`config.mk`:
```
export PLATFORM = sky130hd
export DESIGN_NAME = seg7_scan_driver
export DESIGN_NICKNAME = d
export VERILOG_FILES = /design/src/rtl/seg7_pkg.sv /design/src/rtl/hex_to_7seg.sv /design/src/rtl/seg7_scan_driver.sv
export SDC_FILE = /design/constraint.sdc
export NUM_CORES = 1
export LEC_CHECK = 0
export ABC_CLOCK_PERIOD_IN_PS = 7870
export BUFFER_PORTS_ARGS = -buffer_cell sky130_fd_sc_hd__clkbuf_2
export CAP_MARGIN = 25
export CELL_PAD_IN_SITES_DETAIL_PLACEMENT = 2
export CELL_PAD_IN_SITES_GLOBAL_PLACEMENT = 2
export CORE_UTILIZATION = 37
export CTS_CLUSTER_SIZE = 30
export DETAILED_ROUTE_END_ITERATION = 12
export GPL_TIMING_DRIVEN = 0
export PLACE_DENSITY = 0.95
export SETUP_SLACK_MARGIN = 0.5
export SLEW_MARGIN = 20
export SYNTH_ARGS = -nofsm -noshare
export SYNTH_HDL_FRONTEND = slang
export SYNTH_SLANG_ARGS = --single-unit
```
`constraint.sdc`:
```
create_clock -name i_clk -period 7.87 [get_ports i_clk]
set_clock_uncertainty 0.15 [all_clocks]
set_input_delay 1.574 -clock i_clk [delete_from_list [all_inputs] [get_ports i_clk]]
set_output_delay 1.574 -clock i_clk [all_outputs]
set_load 0.005 [all_outputs]
```
`src/rtl/seg7_pkg.sv`:
```
// Shared 7-segment definitions: active-low segment patterns (bit 6 = a .. bit 0 = g)
// and the nibble decode used by every display block.
package seg7_pkg;

   localparam logic [6:0] SEG_0   = 7'b0000001;
   localparam logic [6:0] SEG_1   = 7'b1001111;
   localparam logic [6:0] SEG_2   = 7'b0010010;
   localparam logic [6:0] SEG_3   = 7'b0000110;
   localparam logic [6:0] SEG_4   = 7'b1001100;
   localparam logic [6:0] SEG_5   = 7'b0100100;
   localparam logic [6:0] SEG_6   = 7'b0100000;
   localparam logic [6:0] SEG_7   = 7'b0001111;
   localparam logic [6:0] SEG_8   = 7'b0000000;
   localparam logic [6:0] SEG_9   = 7'b0000100;
   localparam logic [6:0] SEG_A   = 7'b0001000;
   localparam logic [6:0] SEG_B   = 7'b1100000;
   localparam logic [6:0] SEG_C   = 7'b0110001;
   localparam logic [6:0] SEG_D   = 7'b1000010;
   localparam logic [6:0] SEG_E   = 7'b0110000;
   localparam logic [6:0] SEG_F   = 7'b0111000;
   localparam logic [6:0] SEG_OFF = 7'b1111111;

   function automatic logic [6:0] hex_to_seg(input logic [3:0] i_hex);
      logic [6:0] w_seg;
      case (i_hex)
         4'h0:    w_seg = SEG_0;
         4'h1:    w_seg = SEG_1;
         4'h2:    w_seg = SEG_2;
         4'h3:    w_seg = SEG_3;
         4'h4:    w_seg = SEG_4;
         4'h5:    w_seg = SEG_5;
         4'h6:    w_seg = SEG_6;
         4'h7:    w_seg = SEG_7;
         4'h8:    w_seg = SEG_8;
         4'h9:    w_seg = SEG_9;
         4'hA:    w_seg = SEG_A;
         4'hB:    w_seg = SEG_B;
         4'hC:    w_seg = SEG_C;
         4'hD:    w_seg = SEG_D;
         4'hE:    w_seg = SEG_E;
         default: w_seg = SEG_F;
      endcase
      return w_seg;
   endfunction

endpackage

```
`src/rtl/hex_to_7seg.sv`:
```
// Combinational hex nibble to active-low 7-segment decoder.
module hex_to_7seg
   import seg7_pkg::*;
(
   input  logic [3:0] i_hex,
   output logic [6:0] o_seg
);

   assign o_seg = hex_to_seg(i_hex);

endmodule

```
`src/rtl/seg7_scan_driver.sv`:
```
// Multiplexed N-digit 7-segment scan driver with per-digit blanking, blinking and
// decimal points. Every slot starts with one dark cycle to suppress ghosting.
module seg7_scan_driver
   import seg7_pkg::*;
#(
   parameter int unsigned N_DIGITS    = 4,
   parameter int unsigned REFRESH_DIV = 50000,
   parameter int unsigned BLINK_DIV   = 250
) (
   input  logic                    i_clk,
   input  logic                    i_reset,
   input  logic [4*N_DIGITS-1:0]   i_value_in,
   input  logic                    i_load,
   input  logic [N_DIGITS-1:0]     i_blank_mask,
   input  logic [N_DIGITS-1:0]     i_blink_en,
   input  logic [N_DIGITS-1:0]     i_dp_in,
   output logic [6:0]              o_seg,
   output logic [N_DIGITS-1:0]     o_digit_sel,
   output logic                    o_dp
);

   localparam int unsigned CntW   = $clog2(REFRESH_DIV);
   localparam int unsigned IdxW   = (N_DIGITS > 1) ? $clog2(N_DIGITS) : 1;
   localparam int unsigned BlinkW = (BLINK_DIV > 1) ? $clog2(BLINK_DIV) : 1;

   localparam logic [CntW-1:0]   CntMax   = CntW'(REFRESH_DIV - 1);
   localparam logic [IdxW-1:0]   IdxMax   = IdxW'(N_DIGITS - 1);
   localparam logic [BlinkW-1:0] BlinkMax = BlinkW'(BLINK_DIV - 1);

   logic [4*N_DIGITS-1:0] r_value;
   logic [CntW-1:0]       r_cnt;
   logic [IdxW-1:0]       r_idx;
   logic [BlinkW-1:0]     r_blink_cnt;
   logic                  r_blink_phase;

   logic [3:0]            w_nibble;
   logic                  w_dark;
   logic                  w_dp_on;
   logic [N_DIGITS-1:0]   w_sel_n;
   logic [6:0]            w_seg;

   // Display value register; reset wins over load.
   always_ff @(posedge i_clk) begin
      if (i_reset) begin
         r_value <= '0;
      end else if (i_load) begin
         r_value <= i_value_in;
      end
   end

   // Slot counter, scan index and blink frame counter, all advancing on slot wrap.
   always_ff @(posedge i_clk) begin
      if (i_reset) begin
         r_cnt         <= '0;
         r_idx         <= '0;
         r_blink_cnt   <= '0;
         r_blink_phase <= 1'b0;
      end else if (r_cnt == CntMax) begin
         r_cnt <= '0;
         if (r_idx == IdxMax) begin
            r_idx <= '0;
            if (r_blink_cnt == BlinkMax) begin
               r_blink_cnt   <= '0;
               r_blink_phase <= ~r_blink_phase;
            end else begin
               r_blink_cnt <= r_blink_cnt + BlinkW'(1);
            end
         end else begin
            r_idx <= r_idx + IdxW'(1);
         end
      end else begin
         r_cnt <= r_cnt + CntW'(1);
      end
   end

   // Select the current digit's nibble, enable bit and live control bits.
   always_comb begin
      w_nibble = 4'h0;
      w_dark   = 1'b0;
      w_dp_on  = 1'b0;
      w_sel_n  = '1;
      for (int k = 0; k < N_DIGITS; k++) begin
         if (r_idx == IdxW'(k)) begin
            w_nibble   = r_value[4*k +: 4];
            w_dark     = i_blank_mask[k] | (i_blink_en[k] & r_blink_phase);
            w_dp_on    = i_dp_in[k];
            w_sel_n[k] = 1'b0;
         end
      end
   end

   hex_to_7seg u_hex_to_7seg (
      .i_hex (w_nibble),
      .o_seg (w_seg)
   );

   // Registered outputs: dark on the first slot cycle or when masked/blinked off.
   always_ff @(posedge i_clk) begin
      if (i_reset) begin
         o_seg       <= SEG_OFF;
         o_digit_sel <= '1;
         o_dp        <= 1'b1;
      end else if ((r_cnt == '0) || w_dark) begin
         o_seg       <= SEG_OFF;
         o_digit_sel <= '1;
         o_dp        <= 1'b1;
      end else begin
         o_seg       <= w_seg;
         o_digit_sel <= w_sel_n;
         o_dp        <= ~w_dp_on;
      end
   end

endmodule
```
==> out/results.tsv <==
stage	metric	value	unit
clock_tree	cts-root-buf	clkbuf_8	
power	p_clk_share	32.5	%
min_path	hp-start	r_cnt[0]$_SDFF_PP0_	
placed_design	place_hpwl	6034	um
die	start_util	38.89	%
power	cellPowerDensity	165.0	mW/mm^2
global_route	antenna_found_initial	0	
critical_path	critPathKind	reg -> reg	
synth	synth.distinct_cells	49	
synth	ys_seq_area_share	40.99	%
sta	hold_slack	0.3539	ns
sta	tns	0	ns
flow_run	maxCapViolations	0	
finish	n_antenna_cell	0	
synth	syn_area	0.002686	mm^2
clock_tree	ctsResizeCount	0	
min_path	holdPathStages	1	
routing	dr.first_iter.drc_count	44	
sta	rsz0062_at_grt	no	
sta	fin_crit	3.286	ns
status	outcome	complete, no violations	
synth	avgSynthCellArea	9.075	um^2
synth	synth_edf_count	0	
critical_path	start_kind	register	
finish	final_cell_area	0.003110	mm^2
synth	ys_seq_elements	55	
clock_tree	htree_levels	2	
power	leakagePower	1.278	nW
sta	max_freq	304.3	MHz
routing	wl	8096	um
die	die_h	87.21	um
clock_tree	clock_latency	0.32	ns
routing	firstDrtPassIters	4	
power	ir_worst_vdd	0.08569	mV
clock_tree	cts_buffers	5	
die	rows	30	
power	p_int	375.5	uW
critical_path	worst-r2r-setup-slack	4.58	ns
die	die_area	0.007605	mm^2
synth	synth_ff_type	dfxtp_1	
placed_design	placed_cells	433	
synth	synth_fp_nets	341	
critical_path	ff2ff_path_depth	9	
sta	fin_crit_sh	41.75	%
sta	max_slew_margin	48.88	%
min_path	min_path_type	reg -> reg	
critical_path	r2r-start	r_idx[0]$_SDFFE_PP0N_	
sta	fin_ws	4.584	ns
routing	viasPerCell	5.392	
clock_tree	ctsHoldBuffers	0	
routing	vias	2378	
synth	syn-instance-count	296	
critical_path	timing.rr.end	o_seg[0]$_SDFF_PP1_	
sta	hold_viol	0	
global_route	grt_start_max_net_pins	19	
placed_design	gp_congestion	0.7994	
die	die_w	87.21	um
routing	wl_per_cell	18.36	um
global_route	grt_pass1_vias	2597	
clock_tree	clk_pin_slew	0.11	ns
synth	async_flop_share	0	%
critical_path	critPathArrivalTime	3.34	ns
finish	drive_gt1_share	18.55	%
power	p_sw_share	26.85	%
die	ios	43	
power	combPwrFrac	10.4	%
synth	ys_warn_count	0	
clock_tree	cts_buffer_depth	2	
sta	tightest_slew	0.7668	ns
clock_tree	cts_setup_buffers	0	
finish	fin_cells	441	
global_route	grt_pass1_wl	13060	um
routing	drc_errors	0	
global_route	grt_usage	22.74	%
placed_design	io_buffers	41	
clock_tree	cts_tree	built	
critical_path	endpoint_kind	register	
placed_design	placed_area	0.003012	mm^2
power	seqPwrFrac	57.1	%
global_route	grt.overflow.total	0	
routing	drtAntennaViolNets	0	
power	power.switching	137.9	uW
clock_tree	cts.sinks	55	
critical_path	crit_path_max_fanout	10	
critical_path	critPathRequiredTime	7.92	ns
finish	areaGrowthSynthToFinish	15.79	%
placed_design	pre_cts_ws	4.520	ns
sta	setup-violations-final	0	
die	core	0.006907	mm^2
sta	drv_slew	0	
min_path	worstHoldEndpoint	r_cnt[0]$_SDFF_PP0_	
finish	final_nets	389	
[placed cells by master, fill, tap and decap left out, types with 2 or more instances in the layout]
| cell | n |
|---|---|
| clkbuf_1 | 11 |
| nor2_1 | 41 |
| a22oi_1 | 3 |
| a31oi_1 | 3 |
| clkinv_4 | 2 |
| or4_1 | 4 |
| xnor2_1 | 4 |
| mux2i_1 | 20 |
| a21oi_1 | 11 |
| nor3b_1 | 3 |
| nand4_1 | 4 |
| clkbuf_2 | 41 |
| and4_1 | 3 |
| inv_1 | 15 |
| nand3_1 | 12 |
| nor2b_1 | 2 |
| a221oi_1 | 4 |
| dfxtp_1 | 55 |
| and3_1 | 6 |
| nand3b_1 | 4 |
| clkbuf_8 | 7 |
| ha_1 | 14 |
| nand2b_1 | 3 |
| nand2_1 | 18 |
| a21o_1 | 3 |
| o21ai_0 | 7 |
| mux2_2 | 2 |
| xor2_1 | 11 |
| a211oi_1 | 5 |
| o211ai_1 | 2 |
| or3_2 | 2 |
| or3_1 | 2 |
[worst max-delay path: stages, from the launching register on]
cell and delay [ns]:
dfxtp_1 0.43, ha_1 0.23, clkbuf_1 0.42, a211oi_1 0.20, a221oi_1 0.70, inv_1 0.25
ha_1 0.29, mux2_2 0.28, a22oi_1 0.14, nand2_1 0.07
[cells in the mapped netlist, types with 4 or more instances]
cell      number  area share (%)
a21oi_1       11             2.0
o21ai_0        7             1.3
a211oi_1       5             1.4
nand4_1        4            0.93
xnor2_1        4             1.3
ha_1          14             6.5
or4_1          4             1.1
inv_1         15             2.1
nand2_1       18             2.5
nand3_1       12             2.2
nand3b_1       4             1.1
dfxtp_1       55              41
nor2_1        41             5.7
xor2_1        11             3.6
a221oi_1       4             1.3
and3_1         6             1.4
mux2i_1       20             7.5
clkbuf_1      11             1.5
[worst max-delay path by stage]
stage,startpoint,end,slack (ns),depth (start not counted)
finish,r_idx[0]$_SDFFE_PP0N_,o_seg[0]$_SDFF_PP1_,4.58,9
global route,r_idx[0]$_SDFFE_PP0N_,o_seg[1]$_SDFF_PP1_,4.42,10
CTS,r_idx[0]$_SDFFE_PP0N_,o_seg[0]$_SDFF_PP1_,4.58,9
detailed placement,i_blink_en[3],o_seg[2]$_SDFF_PP1_,4.52,6
global placement,i_blink_en[3],o_seg[2]$_SDFF_PP1_,4.58,6
floorplan,i_load,r_value[6]$_SDFFE_PP0P_,4.96,4
[sequential cells by signal, indices dropped and copies added (netlist names)]
name           count
r_value           16
r_idx              2
r_cnt             16
o_digit_sel        4
o_dp               1
o_seg              7
r_blink_phase      1
r_blink_cnt        8
[layer usage]
layer | vias up | global-route usage, % | routed length, um
met5 | - | 0 | 0
met4 | 0 | 8.495 | 221
met3 | 24 | 4.455 | 283
met2 | 58 | 41.80 | 4136
met1 | 1162 | 25.93 | 3453
li1 | 1134 | - | -
[stage by stage]
stage	total power [mW]	util (%)
final	0.5134	45.04
after global routing	0.5331	45.04
after CTS	0.5190	44.96
after detailed placement	0.3522	43.61
after global placement	0.3475	43.61
after floorplan	0.3292	-
[cell type report]
cell class / count / area [um^2]
Buffer: 15 / 85.08
Clock buffer: 5 / 68.82
Clock inverter: 3 / 25.02
Fill cell: 812 / 3796
Inverter: 15 / 56.30
Multi-Input combinational cell: 211 / 1449
Sequential cell: 55 / 1101
Tap cell: 96 / 120.1
Timing Repair Buffer: 41 / 205.2
[logic make-up after synthesis]
kind of cell,after synthesis,synth area share [%]
DFF,55,40.99
muxes,22,8.291
adders and majority gates,14,6.521
and+or+nand+nor,115,22.87
AOI/OAI and AO/OA,45,11.18
buffers and inverters,30,5.263
xor gates and xnor gates,15,4.890
[power groups by stage]
stage	combinational, mW	clock (mW)	sequential, mW
floorplan	0.0315	0	0.298
global placement	0.0492	0	0.298
detailed placement	0.0530	0	0.299
CTS	0.0540	0.172	0.293
global route	0.0591	0.180	0.294
finish	0.0536	0.167	0.293
Power figures use the tool's default switching activity.
